File: src/rtl/trng_pkg.sv
// rtl/trng_pkg.sv - shared constants and types for the ring-oscillator TRNG sampler
package trng_pkg;

    localparam int N_RO_DEF      = 32;
    localparam int WORD_W_DEF    = 32;
    localparam int DIV_DEF       = 4;
    localparam int REP_LIMIT_DEF = 64;

    typedef enum logic {
        VN_EMPTY      = 1'b0,
        VN_HAVE_FIRST = 1'b1
    } vn_state_t;

    // Counter width helper that never returns zero, so DIV=1 still gets a 1-bit counter
    function automatic int clog2_min1(input int value);
        return (value > 1) ? $clog2(value) : 1;
    endfunction

endpackage

File: src/rtl/vn_corrector.sv
// rtl/vn_corrector.sv - von Neumann pair debiaser with bypass
module vn_corrector
    import trng_pkg::*;
(
    input  logic i_clk,
    input  logic i_reset,
    input  logic i_clear,
    input  logic i_sample,
    input  logic i_tick,
    input  logic i_bypass,
    output logic o_bit,
    output logic o_bit_valid
);

    vn_state_t r_state;
    vn_state_t w_state_next;
    logic      r_first;

    // State register; also remembers the first sample of a pair
    always_ff @(posedge i_clk) begin
        if (i_reset || i_clear) begin
            r_state <= VN_EMPTY;
            r_first <= 1'b0;
        end else begin
            r_state <= w_state_next;
            if (i_tick && !i_bypass && (r_state == VN_EMPTY)) begin
                r_first <= i_sample;
            end
        end
    end

    // Next state: each sample toggles between waiting for first and second of a pair
    always_comb begin
        w_state_next = r_state;
        if (i_bypass) begin
            w_state_next = VN_EMPTY;
        end else if (i_tick) begin
            w_state_next = (r_state == VN_EMPTY) ? VN_HAVE_FIRST : VN_EMPTY;
        end
    end

    // Output: bypass forwards every sample; otherwise an unequal pair yields its first bit
    always_comb begin
        o_bit       = i_bypass ? i_sample : r_first;
        o_bit_valid = 1'b0;
        if (i_tick) begin
            o_bit_valid = i_bypass ||
                          ((r_state == VN_HAVE_FIRST) && (i_sample != r_first));
        end
    end

endmodule

File: src/rtl/ro_sampler.sv
// rtl/ro_sampler.sv - ring-oscillator sampler with debiasing, word packing and repetition health test
module ro_sampler
    import trng_pkg::*;
#(
    parameter int N_RO      = N_RO_DEF,
    parameter int DIV       = DIV_DEF,
    parameter int WORD_W    = WORD_W_DEF,
    parameter int REP_LIMIT = REP_LIMIT_DEF
) (
    input  logic              CLK,
    input  logic              RESET,
    input  logic              EN,
    input  logic              VN_EN,
    input  logic [N_RO-1:0]   RO_IN,
    output logic [WORD_W-1:0] DATA_O,
    output logic              VALID_O,
    input  logic              READY_I,
    output logic              HEALTH_FAIL_O
);

    localparam int DIV_W = clog2_min1(DIV);
    localparam int CNT_W = $clog2(WORD_W + 1);
    localparam int REP_W = $clog2(REP_LIMIT + 1);

    logic [N_RO-1:0]   r_sync1;
    logic [N_RO-1:0]   r_sync2;
    logic [DIV_W-1:0]  r_div;
    logic              r_sample;
    logic              r_samp_vld;
    logic              r_vn_en;
    logic [REP_W-1:0]  r_rep_cnt;
    logic              r_fail;
    logic [WORD_W-1:0] r_acc;
    logic [CNT_W-1:0]  r_cnt;
    logic [WORD_W-1:0] r_data;
    logic              r_valid;

    logic              w_raw;
    logic              w_tick;
    logic [REP_W-1:0]  w_rep_next;
    logic              w_bit;
    logic              w_bit_vld;
    logic              w_full;
    logic              w_take;
    logic              w_load;

    assign w_raw  = ^r_sync2;
    assign w_tick = EN && (r_div == DIV_W'(DIV - 1));
    assign w_full = (r_cnt == CNT_W'(WORD_W));
    assign w_take = r_valid && READY_I;
    assign w_load = EN && !r_fail && w_full && (!r_valid || w_take);

    assign DATA_O        = r_data;
    assign VALID_O       = r_valid;
    assign HEALTH_FAIL_O = r_fail;

    // Two-flop synchronizer on every oscillator line
    always_ff @(posedge CLK) begin
        if (RESET) begin
            r_sync1 <= '0;
            r_sync2 <= '0;
        end else begin
            r_sync1 <= RO_IN;
            r_sync2 <= r_sync1;
        end
    end

    // Sample-tick divider, parked at zero while sampling is disabled
    always_ff @(posedge CLK) begin
        if (RESET || !EN || w_tick) begin
            r_div <= '0;
        end else begin
            r_div <= r_div + DIV_W'(1);
        end
    end

    // Correction mode is latched only while idle so a word never mixes modes
    always_ff @(posedge CLK) begin
        if (RESET) begin
            r_vn_en <= 1'b0;
        end else if (!EN) begin
            r_vn_en <= VN_EN;
        end
    end

    // Run length of the incoming raw sample; zero means no previous sample yet
    always_comb begin
        w_rep_next = r_rep_cnt;
        if ((r_rep_cnt == '0) || (w_raw != r_sample)) begin
            w_rep_next = REP_W'(1);
        end else if (r_rep_cnt != REP_W'(REP_LIMIT)) begin
            w_rep_next = r_rep_cnt + REP_W'(1);
        end
    end

    // Sample register, its one-cycle valid strobe and the repetition counter
    always_ff @(posedge CLK) begin
        if (RESET) begin
            r_sample   <= 1'b0;
            r_samp_vld <= 1'b0;
            r_rep_cnt  <= '0;
        end else begin
            r_samp_vld <= w_tick;
            if (!EN) begin
                r_rep_cnt <= '0;
            end else if (w_tick) begin
                r_sample  <= w_raw;
                r_rep_cnt <= w_rep_next;
            end
        end
    end

    // Sticky health failure; only reset clears it
    always_ff @(posedge CLK) begin
        if (RESET) begin
            r_fail <= 1'b0;
        end else if (w_tick && (w_rep_next == REP_W'(REP_LIMIT))) begin
            r_fail <= 1'b1;
        end
    end

    vn_corrector u_vn (
        .i_clk       (CLK),
        .i_reset     (RESET),
        .i_clear     (!EN),
        .i_sample    (r_sample),
        .i_tick      (r_samp_vld),
        .i_bypass    (!r_vn_en),
        .o_bit       (w_bit),
        .o_bit_valid (w_bit_vld)
    );

    // Accumulator: new bits enter at the LSB; a full word waits for the holding register
    always_ff @(posedge CLK) begin
        if (RESET || !EN || r_fail) begin
            r_acc <= '0;
            r_cnt <= '0;
        end else if (w_load) begin
            r_acc <= {r_acc[WORD_W-2:0], w_bit};
            r_cnt <= w_bit_vld ? CNT_W'(1) : CNT_W'(0);
        end else if (w_bit_vld && !w_full) begin
            r_acc <= {r_acc[WORD_W-2:0], w_bit};
            r_cnt <= r_cnt + CNT_W'(1);
        end
    end

    // Holding register: loads on a free slot or on the cycle its word is taken
    always_ff @(posedge CLK) begin
        if (RESET) begin
            r_data  <= '0;
            r_valid <= 1'b0;
        end else if (w_load) begin
            r_data  <= r_acc;
            r_valid <= 1'b1;
        end else if (w_take) begin
            r_valid <= 1'b0;
        end
    end

endmodule

File: config.mk
export PLATFORM = sky130hd
export DESIGN_NAME = ro_sampler
export DESIGN_NICKNAME = d
export VERILOG_FILES = /design/src/rtl/trng_pkg.sv /design/src/rtl/vn_corrector.sv /design/src/rtl/ro_sampler.sv
export SDC_FILE = /design/constraint.sdc
export NUM_CORES = 1
export LEC_CHECK = 0
export BUFFER_PORTS_ARGS = -buffer_cell sky130_fd_sc_hd__clkbuf_2
export CAP_MARGIN = 0
export CORE_MARGIN = 10
export CORE_UTILIZATION = 40
export CTS_BUF_LIST = sky130_fd_sc_hd__clkbuf_4 sky130_fd_sc_hd__clkbuf_8 sky130_fd_sc_hd__clkbuf_16
export CTS_CLUSTER_SIZE = 40
export DETAILED_ROUTE_END_ITERATION = 8
export GPL_TIMING_DRIVEN = 0
export PLACE_DENSITY = 0.69
export SYNTH_ARGS = -nofsm -noshare
export SYNTH_HDL_FRONTEND = slang
export SYNTH_SLANG_ARGS = --single-unit
File: constraint.sdc
create_clock -name CLK -period 4.58 [get_ports CLK]
set_clock_uncertainty 0.2 [all_clocks]
set_input_delay 0.687 -clock CLK [delete_from_list [all_inputs] [get_ports CLK]]
set_output_delay 0.687 -clock CLK [all_outputs]
set_load 0.005 [all_outputs]
==> metrics.csv <==
stage,metric,value,unit
setup_path,reg2reg path depth,10,
setup_path,critical-path cell list,"inv_1, ha_1, nor4b_1, nand4_1, nor2b_1, clkbuf_1, nor2_1, clkbuf_1, nand2_1, a21oi_1",
clock_tree,"Hold-fix buffers, CTS",0,
setup_path,Slowest cell on crit path,nor4b_1,
floorplan,Starting Density,40.4,%
final_layout,most frequent cells in the layout,"dfxtp_1, nand2_1, a21oi_1",
clock_tree,post-CTS setup buffers,0,
setup_path,Worst Path Max Fanout,10,
logic_synthesis,Mapped Cells,583,
power_and_ir_drop,total power per unit cell area,464,nW/µm²
route,Routed WL,10600,µm
clock_tree,post-CTS resize count,0,
logic_synthesis,Synth Area in Compound Gates,8.70,%
final_layout,Fillers,1219,
route,Initial DRT Pass Iterations,5,
setup_path,reg2reg end,r_acc[27]$_SDFFE_PP0P_,
route,initial DRC count,172,
setup_path,Crit path largest cell delay,0.39,ns
clock_tree,Root Buffer Master,clkbuf_16,
place,port bufs,70,
status,outcome,"finished, final reports clean",
hold_path,Hold Crit Class,flop to flop,
logic_synthesis,synthesis warning total,0,
timing,post-route clock period utilization,55.7,%
global_routing,grt total ovfl,0,
place,Post-DP HPWL,7750,µm
global_routing,first-pass GRT wire length,17500,µm
final_layout,post-route cell area,6520,µm²
floorplan,Die ar.,18300,µm²
route,post-route ant nets,0,
timing,RSZ-0062 raised after global routing,no,
clock_tree,Clock Latency Late Sink,0.42,ns
logic_synthesis,synthesis-stage register bit count,150,
clock_tree,H-Tree Depth,4,
hold_path,WHS Endpoint,r_sync2[4]$_SDFF_PP0_,
global_routing,largest net degree at the start of global routing,17,
logic_synthesis,mean post-synth cell area,9.10,µm²
setup_path,FF-to-FF Start,r_cnt[0]$_SDFFE_PP0P_,
setup_path,r2r setup slk,2.03,ns
floorplan,I/O pin total,71,
clock_tree,clk slew on worst S/H paths,0.06,ns
clock_tree,Max Buffers Root-to-Sink,2,
hold_path,hold depth,1,
final_layout,share of cells above drive strength 1,16.1,%
route,routed len/inst,12.3,µm
power_and_ir_drop,Leakage Power,2.51,nW
hold_path,HP Start,r_sync1[4]$_SDFF_PP0_,
route,vias per inst,4.67,
floorplan,DIE HEIGHT,135,µm
logic_synthesis,post-synth cell types,38,
timing,setup ws final,2.03,ns
timing,Tmin final,2.55,ns
place,pre-CTS WS,2.02,ns
floorplan,total core area,13100,µm²
final_layout,Area Growth Syn to Fin,22.9,%
final_layout,Antenna diodes,0,
timing,TNS Setup,0,ns
timing,highest clock rate,392,MHz
final_layout,fin nets,714,
flow_run,Max-Cap Viols,0,
timing,hold_ws,0.233,ns
final_layout,final core utilization,49.6,%
route,DR vias,4020,
setup_path,crit end category,flop,
logic_synthesis,Syn Nets,625,
clock_tree,CTS tree,yes,
setup_path,CP Launch Point,r_cnt[0]$_SDFFE_PP0P_,
timing,Final setup viols,0,
setup_path,Startpoint Class,flop,
logic_synthesis,adder-cell share of the synthesized area,1.18,%
place,GP Congestion,0.787,
global_routing,vias in the first global route,3940,
floorplan,die width,135,µm
logic_synthesis,XOR/XNOR share of the synthesized area,6.70,%
clock_tree,CTS sink count,150,
clock_tree,Num CTS Buffers,17,
global_routing,initial antenna violation count,0,
timing,Worst-Margin Slew,0.571,ns
setup_path,critical path class,flop to flop,
timing,Rel. slew slack,61.9,%
floorplan,Site Rows,42,
logic_synthesis,simple-gate share of the synthesized area,23.1,%
logic_synthesis,Netlist Area Pre-Place,5310,µm²
logic_synthesis,main combinational cell family by area after synthesis,simple AND/OR/NAND/NOR gates,
place,placed cell areas,5880,µm²
setup_path,crit path DAT,2.63,ns
final_layout,"commonest non-fill, non-tap cell in the layout",dfxtp_1,
power_and_ir_drop,Peak VDD IR,247,µV
setup_path,cell mode on critical path,clkbuf_1,
logic_synthesis,sequential share of the synthesized area,56.6,%
global_routing,GRT Total Usage,11.8,%
timing,Slew Limit Fails,0,
logic_synthesis,portion of netlist area occupied by mux cells,0.778,%
route,drt drc,0,
setup_path,CP required,4.66,ns
timing,Final Hold Viols,0,
cells in the mapped netlist, drive strengths merged:
| library cell | n | area, µm² |
|---|---|---|
| dfxtp | 150 | 3000 |
| nand2 | 143 | 537 |
| a21oi | 72 | 360 |
| nor2b | 66 | 413 |
| clkbuf | 27 | 101 |
| xnor2 | 27 | 236 |
| nor2 | 17 | 63.8 |
| xor2 | 11 | 96.3 |
| nand3 | 9 | 45.0 |
| nor3 | 7 | 35.0 |
| inv | 6 | 22.5 |
| buf | 5 | 30.0 |
| ha | 5 | 62.6 |
| and3 | 4 | 25.0 |
| nand2b | 4 | 25.0 |
| nand4 | 4 | 25.0 |
| a31oi | 3 | 18.8 |
| mux2i | 3 | 30.0 |
| o21ai | 2 | 10.0 |
| or3 | 2 | 12.5 |
| a211oi | 1 | 7.51 |
| a21boi | 1 | 7.51 |
| a21o | 1 | 7.51 |
| a221oi | 1 | 8.76 |
| a22oi | 1 | 7.51 |
| a41oi | 1 | 16.3 |
| and2 | 1 | 6.26 |
| clkinv | 1 | 3.75 |
| mux2 | 1 | 11.3 |
| nand4b | 1 | 15.0 |
| nor4 | 1 | 6.26 |
| nor4b | 1 | 8.76 |
| o211a | 1 | 10.0 |
| o211ai | 1 | 7.51 |
| or2 | 1 | 6.26 |
| xnor3 | 1 | 22.5 |
per-layer routing:
layer / vias up / GRT usage (%) / routed length, µm
met5: - / 0 / 0
met4: 0 / 5.62 / 169
met3: 16 / 3.64 / 398
met2: 68 / 20.2 / 5450
met1: 1881 / 13.0 / 4550
li1: 2055 / - / -
cell type report:
| class | instances | area, µm² | share of cell area [%] |
|---|---|---|---|
| Multi-Input combinational cell | 394 | 2140 | 32.9 |
| Clock buffer | 19 | 447 | 6.85 |
| Inverter | 7 | 26.3 | 0.403 |
| Clock inverter | 13 | 196 | 3.01 |
| Timing Repair Buffer | 70 | 350 | 5.37 |
| Sequential cell | 150 | 3000 | 46.1 |
| Tap cell | 176 | 220 | 3.38 |
| Buffer | 32 | 131 | 2.02 |
critical path, delay by kind of cell, from the launching register on:
family,cells,cell delay (ns)
fa+ha+maj,1,0.15
buf+inv,3,0.63
flops,1,0.35
simple gates,5,1.02
compound gates,1,0.07
metrics by stage:
| stage | cells | total power [W] |
|---|---|---|
| global route | 861 | 0.00313 |
| detailed placement | 829 | 0.00157 |
| global placement | 829 | 0.00156 |
| finish | 861 | 0.00302 |
| CTS | 861 | 0.00305 |
| floorplan | 583 | 0.00152 |
kinds of logic after synthesis:
kind of cell / after synthesis
simple gates: 261
flops: 150
compound gates: 85
xor+xnor: 39
buf+inv: 39
fa+ha+maj: 5
mux: 4
registers in the layout, summed over array words and instances, names as in the netlist:
name and cells:
DATA_O 32, HEALTH_FAIL_O 1, VALID_O 1, r_acc 32, r_cnt 6, r_div 2
r_rep_cnt 7, r_samp_vld 1, r_sample 1, r_sync1 32, r_sync2 32, r_vn_en 1
u_vn.r_first 1, u_vn.r_state 1
report_power, final:
group | internal [W] | switching [W]
clock | 0.000940 | 0.000541
combinational | 0.0000943 | 0.000106
sequential | 0.00133 | 0.00000899
total | 0.00237 | 0.000655
worst max path at each step:
stage | cells after the start | to
finish | 10 | r_acc[27]$_SDFFE_PP0P_
global route | 10 | r_acc[3]$_SDFFE_PP0P_
CTS | 10 | r_acc[27]$_SDFFE_PP0P_
detailed placement | 10 | r_acc[27]$_SDFFE_PP0P_
global placement | 8 | r_acc[21]$_SDFFE_PP0P_
floorplan | 7 | r_acc[22]$_SDFFE_PP0P_
(Power assumes the default switching activity.)
